==> src/rtl/cp0_exp_arbiter_pkg.sv <==
// Shared types for the CP0 exception-entry arbiter.
package cp0_exp_arbiter_pkg;

    localparam int unsigned CP0_NSRC = 3;

    typedef enum logic [1:0] {
        IDLE,
        REQ,
        GAP
    } exp_arb_state_t;

endpackage

==> src/rtl/cp0_exp_arbiter_if.sv <==
// Source/CP0 side bundle of the exception-entry arbiter.
import cp0_exp_arbiter_pkg::*;

interface cp0_exp_arbiter_if #(
    parameter int unsigned NSRC = CP0_NSRC
);
    localparam int unsigned CW = (NSRC > 1) ? $clog2(NSRC) : 1;

    logic [NSRC-1:0] irq_in;
    logic            mask_we;
    logic [NSRC-1:0] mask_wdata;
    logic [NSRC-1:0] mask_rdata;
    logic            exp_block;
    logic [NSRC-1:0] exp_req;
    logic [CW-1:0]   exp_code;
    logic            exp_taken;
    logic            eret;
    logic [NSRC-1:0] pending;
    logic [NSRC-1:0] in_service;

    modport master (
        output irq_in, mask_we, mask_wdata, exp_block, exp_taken, eret,
        input  mask_rdata, exp_req, exp_code, pending, in_service
    );

    modport slave (
        input  irq_in, mask_we, mask_wdata, exp_block, exp_taken, eret,
        output mask_rdata, exp_req, exp_code, pending, in_service
    );

endinterface

==> src/rtl/cp0_exp_arbiter_prio_enc.sv <==
// Lowest-set-bit priority encoder: one-hot, index and valid.
module cp0_exp_arbiter_prio_enc #(
    parameter int unsigned WIDTH = 3,
    localparam int unsigned IW   = (WIDTH > 1) ? $clog2(WIDTH) : 1
) (
    input  logic [WIDTH-1:0] vec,
    output logic [WIDTH-1:0] onehot,
    output logic [IW-1:0]    idx,
    output logic             valid
);

    // Scan from the top so the lowest set bit is the last one written.
    always_comb begin
        onehot = '0;
        idx    = '0;
        valid  = 1'b0;
        for (int i = WIDTH - 1; i >= 0; i--) begin
            if (vec[i]) begin
                onehot    = '0;
                onehot[i] = 1'b1;
                idx       = IW'(i);
                valid     = 1'b1;
            end
        end
    end

endmodule

==> src/rtl/cp0_exp_arbiter.sv <==
// Fixed-priority CP0 exception-entry arbiter with nesting and ERET retirement.
import cp0_exp_arbiter_pkg::*;

module cp0_exp_arbiter #(
    parameter int unsigned     NSRC     = CP0_NSRC,
    parameter logic [NSRC-1:0] EDGE_SRC = '1,
    parameter bit              NEST     = 1'b1,
    parameter logic [NSRC-1:0] MASK_RST = '0
) (
    input logic              clk,
    input logic              reset,
    cp0_exp_arbiter_if.slave bus
);

    localparam int unsigned CW = (NSRC > 1) ? $clog2(NSRC) : 1;

    exp_arb_state_t  state_q, state_d;
    logic [NSRC-1:0] mask_q, pending_q, in_service_q, irq_prev_q, exp_req_q;
    logic [NSRC-1:0] exp_req_d;
    logic [CW-1:0]   exp_code_q, exp_code_d;

    logic [NSRC-1:0] set_vec, above, elig;
    logic [NSRC-1:0] win_oh, ret_oh;
    logic [CW-1:0]   win_idx, ret_idx_unused;
    logic            win_valid, ret_valid;
    logic            seen, take, hold;

    assign set_vec = (EDGE_SRC & bus.irq_in & ~irq_prev_q) | (~EDGE_SRC & bus.irq_in);

    // A source is eligible only if nothing of equal or higher priority is in service.
    always_comb begin
        above = '0;
        seen  = 1'b0;
        if (NEST) begin
            for (int i = 0; i < int'(NSRC); i++) begin
                seen     = seen | in_service_q[i];
                above[i] = ~seen;
            end
        end else begin
            above = (in_service_q == '0) ? '1 : '0;
        end
    end

    assign elig = pending_q & ~mask_q & above;
    assign hold = |(elig & exp_req_q);

    cp0_exp_arbiter_prio_enc #(.WIDTH(NSRC)) u_win_enc (
        .vec    (elig),
        .onehot (win_oh),
        .idx    (win_idx),
        .valid  (win_valid)
    );

    cp0_exp_arbiter_prio_enc #(.WIDTH(NSRC)) u_ret_enc (
        .vec    (in_service_q),
        .onehot (ret_oh),
        .idx    (ret_idx_unused),
        .valid  (ret_valid)
    );

    always_ff @(posedge clk) begin
        if (reset) state_q <= IDLE;
        else       state_q <= state_d;
    end

    always_comb begin
        state_d = state_q;
        unique case (state_q)
            IDLE: if (win_valid && !bus.exp_block) state_d = REQ;
            REQ: begin
                if (bus.exp_taken)                 state_d = GAP;
                else if (bus.exp_block || !hold)   state_d = IDLE;
            end
            GAP:     state_d = IDLE;
            default: state_d = IDLE;
        endcase
    end

    always_comb begin
        exp_req_d  = '0;
        exp_code_d = exp_code_q;
        take       = 1'b0;
        unique case (state_q)
            IDLE: begin
                if (win_valid && !bus.exp_block) begin
                    exp_req_d  = win_oh;
                    exp_code_d = win_idx;
                end
            end
            REQ: begin
                if (bus.exp_taken)                   take      = 1'b1;
                else if (!bus.exp_block && hold)     exp_req_d = exp_req_q;
            end
            default: ;
        endcase
    end

    // New captures win over the clear of the source being taken.
    always_ff @(posedge clk) begin
        if (reset) begin
            mask_q       <= MASK_RST;
            pending_q    <= '0;
            in_service_q <= '0;
            irq_prev_q   <= '0;
            exp_req_q    <= '0;
            exp_code_q   <= '0;
        end else begin
            if (bus.mask_we) mask_q <= bus.mask_wdata;
            pending_q    <= (pending_q & ~(take ? exp_req_q : '0)) | set_vec;
            in_service_q <= (in_service_q & ~((bus.eret && ret_valid) ? ret_oh : '0))
                            | (take ? exp_req_q : '0);
            irq_prev_q   <= bus.irq_in;
            exp_req_q    <= exp_req_d;
            exp_code_q   <= exp_code_d;
        end
    end

    assign bus.mask_rdata = mask_q;
    assign bus.pending    = pending_q;
    assign bus.in_service = in_service_q;
    assign bus.exp_req    = exp_req_q;
    assign bus.exp_code   = exp_code_q;

endmodule

==> src/flat_wrapper.sv <==
// flat-port wrapper written by rule: the top's interface ports become plain ports
module cp0_exp_arbiter_flat 
#(
    parameter int unsigned     NSRC     = CP0_NSRC,
    parameter logic [NSRC-1:0] EDGE_SRC = '1,
    parameter bit              NEST     = 1'b1,
    parameter logic [NSRC-1:0] MASK_RST = '0
)
  (clk, reset, bus_irq_in, bus_mask_we, bus_mask_wdata, bus_exp_block, bus_exp_taken, bus_eret, bus_mask_rdata, bus_exp_req, bus_exp_code, bus_pending, bus_in_service);
  cp0_exp_arbiter_if #(.NSRC(NSRC)) bus_i ();
  input logic clk;
  input logic reset;
  input wire logic [$bits(bus_i.irq_in)-1:0] bus_irq_in;
  input wire logic [$bits(bus_i.mask_we)-1:0] bus_mask_we;
  input wire logic [$bits(bus_i.mask_wdata)-1:0] bus_mask_wdata;
  input wire logic [$bits(bus_i.exp_block)-1:0] bus_exp_block;
  input wire logic [$bits(bus_i.exp_taken)-1:0] bus_exp_taken;
  input wire logic [$bits(bus_i.eret)-1:0] bus_eret;
  output wire logic [$bits(bus_i.mask_rdata)-1:0] bus_mask_rdata;
  output wire logic [$bits(bus_i.exp_req)-1:0] bus_exp_req;
  output wire logic [$bits(bus_i.exp_code)-1:0] bus_exp_code;
  output wire logic [$bits(bus_i.pending)-1:0] bus_pending;
  output wire logic [$bits(bus_i.in_service)-1:0] bus_in_service;
  assign bus_i.irq_in = bus_irq_in;
  assign bus_i.mask_we = bus_mask_we;
  assign bus_i.mask_wdata = bus_mask_wdata;
  assign bus_i.exp_block = bus_exp_block;
  assign bus_i.exp_taken = bus_exp_taken;
  assign bus_i.eret = bus_eret;
  assign bus_mask_rdata = bus_i.mask_rdata;
  assign bus_exp_req = bus_i.exp_req;
  assign bus_exp_code = bus_i.exp_code;
  assign bus_pending = bus_i.pending;
  assign bus_in_service = bus_i.in_service;
  cp0_exp_arbiter #(.NSRC(NSRC), .EDGE_SRC(EDGE_SRC), .NEST(NEST), .MASK_RST(MASK_RST)) u_core (.clk(clk), .reset(reset), .bus(bus_i));
endmodule
==> config.mk <==
export PLATFORM = sky130hd
export DESIGN_NAME = cp0_exp_arbiter_flat
export DESIGN_NICKNAME = d
export VERILOG_FILES = /design/src/rtl/cp0_exp_arbiter_pkg.sv /design/src/rtl/cp0_exp_arbiter_if.sv /design/src/rtl/cp0_exp_arbiter_prio_enc.sv /design/src/rtl/cp0_exp_arbiter.sv /design/src/flat_wrapper.sv
export SDC_FILE = /design/constraint.sdc
export NUM_CORES = 1
export LEC_CHECK = 0
export BUFFER_PORTS_ARGS = -buffer_cell sky130_fd_sc_hd__buf_4
export CAP_MARGIN = 20
export CORE_MARGIN = 2
export CORE_UTILIZATION = 45
export CTS_CLUSTER_DIAMETER = 120
export DETAILED_ROUTE_END_ITERATION = 8
export HOLD_SLACK_MARGIN = 0.12
export PLACE_DENSITY = 0.75
export SLEW_MARGIN = 20
export SYNTH_ARGS = -nofsm -noshare
export SYNTH_HDL_FRONTEND = slang
export SYNTH_SLANG_ARGS = --single-unit
==> constraint.sdc <==
create_clock -name clk -period 3.5 [get_ports clk]
set_clock_uncertainty 0.2 [all_clocks]
set_input_delay 0.7 -clock clk [delete_from_list [all_inputs] [get_ports clk]]
set_output_delay 0.7 -clock clk [all_outputs]
set_load 0.005 [all_outputs]
==> results.md, run 1 <==
- Die Span Y: approximately 46 µm
- Switching Power: slightly below 100 µW
- Switch share: 24.1%
- CTS sink count: 19
- WS Path Type: reg2out
- Cells after Synth: 76
- Worst-margin pin slew: ~0.45 ns
- Final setup viols: 0
- CP max-delay cell: dfxtp_1
- HPWL Detailed: 1.25 mm
- Reg clk slew, reported paths: 0.11 ns
- PortBufs: 25
- Hold Path Origin: u_core.bus.pending[2]
- Hold Buf Count CTS: 0
- Worst path required time: approximately 2.6 ns
- Avg WL per Cell: 13.2 µm
- Reg-to-reg slack, setup: approximately 1.9 ns
- Post-DRT Antenna Nets: 0
- Clock latency on the worst-skew pair: 0.29 ns
- Global placement routability congestion: roughly 0.70
- Final hold slack: approximately 0.31 ns
- Clock root cell: clkbuf_4
- Die area: about 0.0021 mm²
- N_diodes: 0
- Placed insts: roughly 120
- Startpoint types: register
- RSZ-0062 raised after global routing: false
- H-tree levels: 1
- Post-Route Setup TNS: 0 ns
- Internal power: 303 µW
- Synth Warn #: 0
- Layout net count: between 100 and 150
- Initial antenna violation count: 0
- Post-layout power: 399 µW
- Cts repair resizes: 0
- Starting Density: between 40% and 50%
- Top delay family on crit path: flip-flops
- R2r endpoint: u_core.bus.exp_req[0]
- Clk buf depth: 2
- Synthesized area per cell: roughly 11 µm²
- Total CTS buffers: 3
- Fill cells: 150
- WHS Endpoint: u_core.bus.exp_req[2]
- Worst path depth: 1
- Final Hold Viols: 0
- DR iter-0 viols: 5
- First-pass GRT wire length: 2.66 mm
- Vias in the first global route: 634
- Sequential element share of the synthesized area: a little under half
- Placed Area: 0.00100 mm²
- R2r startpoint: u_core.bus.in_service[0]
- Layout Cells excl Fill: roughly 120
- Yosys reg bits: 19
- Critical Path AT: approximately 1.1 ns
- DRC violations left: 0
- GRT Overall Usage: approximately 18%
- Crit path time final: 1.95 ns
- Design area: 0.00103 mm²
- Commonest non-fill, non-tap cell in the layout: buf_4
- Multi-input gate area: around 410 µm²
- CP Capture Type: output port
- Largest stage delay, worst path: 0.58 ns
- CP bufs+invs: 1
- Slew Limit Fails: 0
- Cell Area, Synth: approximately 800 µm²
- Postcts setup bufs: 0
- Total power divided by cell area: between 300 and 400 mW/mm²
- Final Cycle Share: 55.8%
- Max IR drop VDD: approximately 0.27 mV
- Count of cell types in the netlist: 28
- Remaining global-route overflow: 0
- Clock group share of total power: 26.8%
- Number of max-cap violations: 0
- Gate power share: between 10% and 20%
- Clock tree from TritonCTS: yes
- Synth top area cells: dfxtp_1 (48%), nor2b_1 (6.3%), nor4_4 (5.3%)
- CP Cell Sequence: buf_4
- # rows: 15
- Area Growth Syn to Fin: 29.0%
- Routed WL: roughly 1.6 mm
- Max Freq: approximately 500 MHz
- Status: finished, final reports clean
- IO Count: 26
- Hold WC Path Type: reg2reg
- Floorplan core area: 0.00169 mm²
- Vias per cell: between 5 and 6
- Die Wd: 46.1 µm
- Slew margin rel.: between 60% and 70%
- Synth top area share: between 40% and 50%
- Router iterations before antenna repair: 4
- Vias: between 600 and 700
- Worst Hold Path Cells: 2
- Register area: about 380 µm²
- Pin count of the biggest net entering global routing: 18
- Most frequent cells in the layout: buf_4 (25), dfxtp_1 (19), a21oi_1 (8), nor2b_1 (8), nor2_1 (7)
- Share of total power in sequential cells: between 50% and 60%
- P_leak: around 0.45 nW
- Synth area leader: dfxtp_1
- Crit-path max FO: 8
- R2R depth: 4
- Fraction of layout cells with a size suffix above 1: about two fifths
- Syn Nets: between 80 and 90
-- layer usage --
layer | wire length (µm) | track usage (%) | vias to the layer above | share of wire, %
li1 | - | - | 328 | -
met1 | 698 | 23.1 | 301 | 44
met2 | 753 | 26.9 | 23 | 47
met3 | 111 | 6.27 | 4 | 7.0
met4 | 30 | 6.86 | 0 | 1.9
met5 | 0 | 0 | - | 0
-- registers in the layout, indices dropped and copies added (netlist names) --
name,cells
u_core.bus.exp_req,3
u_core.bus.in_service,3
u_core.bus.mask_rdata,3
u_core.bus.pending,3
u_core.irq_prev_q,3
u_core.bus.exp_code,2
u_core.state_q,2
-- power by group through the flow --
stage | Clock, mW | Sequential [mW] | Combinational (mW)
after floorplan | 0 | 0.239 | 0.0302
after global placement | 0 | 0.239 | 0.0571
after detailed placement | 0 | 0.239 | 0.0583
after CTS | 0.110 | 0.234 | 0.0586
after global routing | 0.121 | 0.236 | 0.0654
final | 0.107 | 0.234 | 0.0580
-- synthesized netlist by cell type --
library cell	n
dfxtp_1	19
a21oi_1	8
nor2b_1	8
nor2_1	7
nand2_1	5
mux2i_1	3
a32o_2	2
nand2b_1	2
nor4_4	2
o21ai_1	2
a211oi_2	1
a21boi_2	1
a22o_1	1
a22oi_2	1
a32oi_1	1
and2_4	1
and3b_1	1
clkbuf_1	1
inv_1	1
nand3_1	1
nor3_1	1
nor3b_2	1
nor4_2	1
nor4b_4	1
o21ai_0	1
o31ai_1	1
or2_1	1
or3b_2	1
-- metrics by stage --
step,utilization [%],worst slack [ns]
after floorplan,-,1.92
after global placement,59.4,1.72
after detailed placement,59.4,1.69
after CTS,61.0,1.55
after global routing,61.0,1.50
final,61.0,1.55
-- kinds of logic (layout without fill, tap and decap cells) --
family	Yosys count	count (layout)	share of synthesized area, %
AO/OA/AOI/OAI	19	19	17.4
buffers and inverters	2	30	0.940
multiplexers	3	3	3.76
AND/OR/NAND/NOR	33	33	30.3
flip-flops	19	19	47.6
-- final cells by class --
type                       instances  share of cell area, %
inverter                           1                  0.365
timing repair buffer              25                   18.2
sequential                        19                   36.9
clock buffer                       4                   2.55
multi-input combinational         55                   39.9
tap                               17                   2.07
-- worst max path at each step --
stage / start / endpoint
floorplan: bus_exp_block / u_core.bus.exp_code[0]
global placement: bus_exp_block / u_core.bus.exp_code[0]
detailed placement: reset / u_core.bus.exp_req[0]
CTS: u_core.bus.in_service[0] / bus_in_service[0]
global route: u_core.bus.in_service[0] / bus_in_service[0]
finish: u_core.bus.in_service[0] / bus_in_service[0]
Power figures use the tool's default switching activity.
==> inputs of run 2 (changes only) <==
==> constraint.sdc (replaced) <==
create_clock -name clk -period 1.8 [get_ports clk]
set_clock_uncertainty 0.2 [all_clocks]
set_input_delay 0.36 -clock clk [delete_from_list [all_inputs] [get_ports clk]]
set_output_delay 0.36 -clock clk [all_outputs]
set_load 0.005 [all_outputs]
==> run 2 against run 1 <==
  * Total power rose by 95%
  * Sequential share of layout area shrank 1.0 points
  * Register-to-register slack got worse by 1.7 ns
  * Combinational power rose by 110%
  * Critical endpoint unchanged
  * Sequential cell count unchanged
  * Routed wire length is 8.0% higher
  * Largest cell class unchanged
  * Global-route usage down 0.93 points
==> results.md, run 2 (synthesized netlist as in run 1, its figures left out) <==
- GRT Overall Usage: 16.9% (-0.93 points)
- DR iter-0 viols: 13 (+8)
- Final Hold Viols: 0 (unchanged)
- CP bufs+invs: 1 (unchanged)
- Crit-path max FO: 8 (unchanged)
- Clock latency on the worst-skew pair: 0.28 ns (about the same)
- Vias: 663 (+1.1%)
- Max Freq: 622 MHz
- Post-Route Setup TNS: 0 ns (unchanged)
- Top delay family on crit path: flip-flops
- Slew Limit Fails: 0 (unchanged)
- Reg clk slew, reported paths: 0.10 ns (about the same)
- CTS sink count: 19 (unchanged)
- Worst-margin pin slew: 0.511 ns (+0.0589 ns)
- DRC violations left: 0 (unchanged)
- Final Cycle Share: around nine tenths
- Fill cells: 146 (-2.7%)
- Initial antenna violation count: 0 (unchanged)
- Die Wd: 46.1 µm (unchanged)
- PortBufs: 25 (unchanged)
- Total CTS buffers: 3 (unchanged)
- HPWL Detailed: 1.27 mm (+2.0%)
- Commonest non-fill, non-tap cell in the layout: buf_4
- P_leak: 0.458 nW (+2.8%)
- Worst path required time: 1.24 ns (-1.36 ns)
- Die Span Y: 46.1 µm (unchanged)
- Clock root cell: clkbuf_4
- Status: finished, final reports clean
- # rows: 15 (unchanged)
- Area Growth Syn to Fin: 32.8%
- Clock tree from TritonCTS: yes
- H-tree levels: 1 (unchanged)
- Starting Density: 47.3% (unchanged)
- N_diodes: 0 (unchanged)
- Startpoint types: register
- RSZ-0062 raised after global routing: false
- Routed WL: 1.72 mm (+8.0%)
- Layout net count: 120 (+2.6%)
- Avg WL per Cell: 13.9 µm (+5.4%)
- Postcts setup bufs: 0 (unchanged)
- R2R depth: 4 (unchanged)
- Total power divided by cell area: 736 mW/mm² (+90%)
- Fraction of layout cells with a size suffix above 1: 37.4% (-1.1 points)
- Crit path time final: approximately 1.6 ns
- Remaining global-route overflow: 0 (unchanged)
- Vias in the first global route: 607 (-4.3%)
- Number of max-cap violations: 0 (unchanged)
- Largest stage delay, worst path: 0.58 ns (about the same)
- Hold WC Path Type: in2reg
- Most frequent cells in the layout: buf_4 (25), dfxtp_1 (19), a21oi_1 (8), nor2b_1 (8), nor2_1 (7)
- Pin count of the biggest net entering global routing: 18 (unchanged)
- CP max-delay cell: dfxtp_1
- IO Count: 26 (unchanged)
- Final setup viols: 0 (unchanged)
- Router iterations before antenna repair: 4 (unchanged)
- Post-DRT Antenna Nets: 0 (unchanged)
- Slew margin rel.: 65.6% (-4.0 points)
- Clk buf depth: 2 (unchanged)
- Floorplan core area: 0.00169 mm² (unchanged)
- WS Path Type: reg2out
- CP Cell Sequence: buf_4
- Worst path depth: 1 (unchanged)
- Critical Path AT: 1.05 ns (about the same)
- First-pass GRT wire length: 2.62 mm (-1.8%)
- Worst Hold Path Cells: 2 (unchanged)
- Post-layout power: 780 µW (+95%)
- Max IR drop VDD: 0.446 mV (+66%)
- Vias per cell: 5.35 (-1.4%)
- CP Capture Type: output port
- Global placement routability congestion: 0.719 (+2.8%)
- Die area: 0.00213 mm² (unchanged)
==> run 2: stage by stage <==
step | utilization (%) | area, µm² | setup slack, ns | hold slack (ns) | cells
floorplan | - | 798 | 0.328 | 0.232 | 76
global placement | 59.4 | 1000 | 0.295 | 0.316 | 117
detailed placement | 59.4 | 1000 | 0.244 | 0.318 | 117
CTS | 62.1 | 1050 | 0.193 | 0.120 | 123
global route | 62.7 | 1060 | 0.132 | 0.122 | 124
finish | 62.7 | 1060 | 0.192 | 0.118 | 124
==> run 2: area by class of cell <==
| type | count | area (µm²) | share of cell area [%] |
|---|---|---|---|
| Timing Repair Buffer | 28 | 218 | 20.5 |
| Clock buffer | 4 | 26.3 | 2.48 |
| Multi-Input combinational cell | 55 | 410 | 38.7 |
| Sequential cell | 19 | 380 | 35.9 |
| Inverter | 1 | 3.75 | 0.354 |
| Tap cell | 17 | 21.3 | 2.01 |
==> run 2: per-layer routing <==
metal	GRT usage, %	vias up	routed length (µm)
met5	0	-	0
met4	3.43	0	0
met3	3.14	0	68
met2	25.8	18	813
met1	24.6	310	838
li1	-	335	-
==> run 2: final timing paths <==
path	to	slack (ns)	startpoint
worst min register to register	u_core.bus.exp_req[2]	0.34	u_core.bus.pending[2]
worst max register to register	u_core.bus.exp_req[0]	0.22	u_core.bus.in_service[0]
worst min-delay path	u_core.irq_prev_q[0]	0.12	bus_irq_in[0]
worst max-delay path	bus_in_service[0]	0.19	u_core.bus.in_service[0]
==> run 2: report_power, final <==
part	internal, mW	switching, mW	leakage (nW)	total, mW
logic	0.0683	0.0506	0.287	0.119
registers	0.439	0.0178	0.156	0.457
clock network	0.0858	0.119	0.0150	0.204
total	0.593	0.187	0.458	0.780
==> run 2: timing repair <==
action,in CTS,in global routing
hold buffers,2,1
endpoints found under the hold margin,2,1
gates resized for setup,0,0
==> inputs of run 3 (changes only) <==
--- a/config.mk
+++ b/config.mk
@@ -5,8 +5,8 @@
 export SDC_FILE = /design/constraint.sdc
 export NUM_CORES = 1
 export LEC_CHECK = 0
+export ABC_AREA = 1
 export BUFFER_PORTS_ARGS = -buffer_cell sky130_fd_sc_hd__buf_4
-export CAP_MARGIN = 20
 export CORE_MARGIN = 2
 export CORE_UTILIZATION = 45
 export CTS_CLUSTER_DIAMETER = 120
==> run 3 against run 2 <==
  * Core utilization increased by 0.85 points
  * Register-to-register slack better by 0.21 ns
  * Combinational power barely moved
  * Die area up 0.72%
  * Sequential cell count stayed put
  * Critical endpoint is now bus_in_service[1]
  * Largest cell class is now registers
==> results.md, run 3 <==
- Die Wd: 46.3 µm (+0.36%)
- Asr flop ratio synth: 0% (unchanged)
- Max Freq: 694 MHz (+12%)
- Commonest non-fill, non-tap cell in the layout: buf_4
- Starting Density: 47.1% (-0.15 points)
- Worst-margin pin slew: 0.322 ns (-0.189 ns)
- Largest family of logic cells by synthesized area: simple AND/OR/NAND/NOR gates
- RSZ-0062 raised after global routing: false
- Hold WC Path Type: in2reg
- Post-DRT Antenna Nets: 0 (unchanged)
- Post-Route Setup TNS: 0 ns (unchanged)
- Layout net count: 149 (+24%)
- Clock latency on the worst-skew pair: 0.29 ns (about the same)
- Clock tree from TritonCTS: yes
- PortBufs: 25 (unchanged)
- Die area: 0.00214 mm² (+0.72%)
- Global placement routability congestion: 0.730 (+1.5%)
- Total CTS buffers: 3 (unchanged)
- Design area: 0.00109 mm² (+2.5%)
- Placed Area: 0.00102 mm² (+1.6%)
- Routed WL: 1.73 mm (+0.64%)
- Number of max-cap violations: 0 (unchanged)
- DR iter-0 viols: 13 (unchanged)
- Top post-synthesis cells by count: dfxtp_1 (19), inv_1 (17), nor2_1 (17)
- Slew Limit Fails: 0 (unchanged)
- Router iterations before antenna repair: 4 (unchanged)
- Final hold slack: 0.131 ns (+0.0126 ns)
- Placed insts: 153 (+31%)
- Post-layout power: 781 µW (about the same)
- Remaining global-route overflow: 0 (unchanged)
- Max IR drop VDD: 0.420 mV (-5.8%)
- Avg WL per Cell: 10.8 µm (-22%)
- Area Growth Syn to Fin: 35.0%
- Post-synthesis adder-cell area fraction: 0% (unchanged)
- DRC violations left: 0 (unchanged)
- Final setup viols: 0 (unchanged)
- Postcts setup bufs: 0 (unchanged)
- Vias: 768 (+16%)
- Top delay family on crit path: flip-flops
- Slew margin rel.: 78.4% (+13 points)
- Synth Warn #: 0 (unchanged)
- Syn Nets: 116 (+32%)
- Cells after Synth: 104 (+37%)
- Largest stage delay, worst path: 0.44 ns (-0.14 ns)
- Post-Synth Simple-Gate Area: 33.7% (+3.5 points)
- Clock root cell: clkbuf_4
- Yosys reg bits: 19 (unchanged)
- Final Cycle Share: 80.1% (-9.3 points)
- Floorplan core area: 0.00171 mm² (+1.1%)
- CP Capture Type: output port
- Synthesized area per cell: 7.74 µm² (-26%)
- IO Count: 26 (unchanged)
- Initial antenna violation count: 0 (unchanged)
- Synth Area in Compound Gates: 10.6% (-6.8 points)
- Crit path time final: 1.44 ns (-0.167 ns)
- Synth Area in XOR/XNOR: 0% (unchanged)
- Most frequent cells in the layout: buf_4 (25), dfxtp_1 (19), inv_1 (17), nor2_1 (17), nand2_1 (14)
- Reg clk slew, reported paths: 0.11 ns (about the same)
- CTS sink count: 19 (unchanged)
- # rows: 15 (unchanged)
- Clk buf depth: 2 (unchanged)
- Vias in the first global route: 664 (+9.4%)
- Total power divided by cell area: 719 mW/mm² (-2.4%)
- Cell Area, Synth: 805 µm² (+0.78%)
- CP Cell Sequence: buf_4
- Vias per cell: 4.77 (-11%)
- Pre-CTS setup slack: 0.389 ns (+0.145 ns)
- Synth top area cells: dfxtp_1 (47%), a21oi_1 (8.1%), inv_1 (7.9%)
- Status: finished, final reports clean
- HPWL Detailed: 1.32 mm (+3.5%)
- Worst path required time: 1.24 ns (about the same)
- N_diodes: 0 (unchanged)
- Synth area leader: dfxtp_1
- WS Path Type: reg2out
- Mux cell area share after synthesis: 0% (-3.8 points)
- Count of cell types in the netlist: 16 (-43%)
- First-pass GRT wire length: 2.65 mm (+1.3%)
- CP bufs+invs: 1 (unchanged)
- Critical Path AT: 0.88 ns (-0.17 ns)
- Final Hold Viols: 0 (unchanged)
- Cts repair resizes: 0 (unchanged)
- P_leak: 0.502 nW (+9.7%)
- Die Span Y: 46.3 µm (+0.36%)
- Startpoint types: register
- Fraction of layout cells with a size suffix above 1: 27.9% (-9.4 points)
- Count leader, synth: dfxtp_1
- Primary FF master, synth: dfxtp_1
- Sequential element share of the synthesized area: 47.3% (-0.37 points)
- Worst setup margin: 0.359 ns (+0.167 ns)
- Pin count of the biggest net entering global routing: 16 (-2)
- Synth top area share: 47.3% (-0.37 points)
- Fill cells: 162 (+11%)
- GRT Overall Usage: 17.2% (+0.39 points)
- Crit-path max FO: 4 (-4)
- H-tree levels: 1 (unchanged)
- Final Core Density: 63.6% (+0.85 points)
- Layout Cells excl Fill: 161 (+30%)
- Post-synth EDFFs: 0 (unchanged)
- CP max-delay cell: dfxtp_1
==> run 3: cell count changes after synthesis, moves of 2 or more <==
| cell | change |
|---|---|
| nand2b_1 | -2 |
| o21ai_0 | +3 |
| nand2_1 | +9 |
| inv_1 | +16 |
| o21ai_1 | -2 |
| nand4_1 | +2 |
| a21oi_1 | +5 |
| a32o_2 | -2 |
| nand3_1 | +5 |
| nand3_2 | +5 |
| nor2b_1 | -8 |
| mux2i_1 | -3 |
| nor2_1 | +10 |
==> run 3: routing by layer <==
layer,vias to the layer above,GRT usage (%),routed length (µm)
li1,396,-,-
met1,348,22.6,780
met2,19,28.6,856
met3,5,2.35,78
met4,0,6.29,17
met5,-,0,0
==> run 3: path summary, 6_finish.rpt <==
kind                                                 end  slack [ns]                startpoint  cells after the start
worst max register to register    u_core.bus.exp_code[1]        0.43  u_core.bus.in_service[0]                      6
worst min-delay path            u_core.bus.mask_rdata[2]        0.13               bus_mask_we                      3
worst min register to register    u_core.bus.exp_code[0]        0.27    u_core.bus.exp_code[0]                      2
worst max-delay path                   bus_in_service[1]        0.36  u_core.bus.in_service[1]                      1
==> run 3: logic make-up after synthesis <==
family,count (synthesis)
and+or+nand+nor,50
DFF,19
buffers and inverters,18
AOI/OAI and AO/OA,17
==> run 3: timing repair <==
item / CTS / global route
setup endpoints to repair: 0 / 0
hold buffers: 4 / 0
hold endpoints to repair: 4 / 0
==> run 3: final cells by class <==
type | count | area [µm²] | area share, %
sequential | 19 | 380 | 35.0
multi-input combinational | 67 | 357 | 32.8
timing repair buffer | 29 | 228 | 21.0
inverter | 17 | 63.8 | 5.88
tap | 25 | 31.3 | 2.88
clock buffer | 4 | 26.3 | 2.42
==> run 3: power breakdown <==
| part | leakage [nW] | switching (mW) | internal, mW |
|---|---|---|---|
| logic | 0.331 | 0.0577 | 0.0588 |
| clock network | 0.0150 | 0.126 | 0.0860 |
| registers | 0.156 | 0.0130 | 0.439 |
| total | 0.502 | 0.197 | 0.584 |
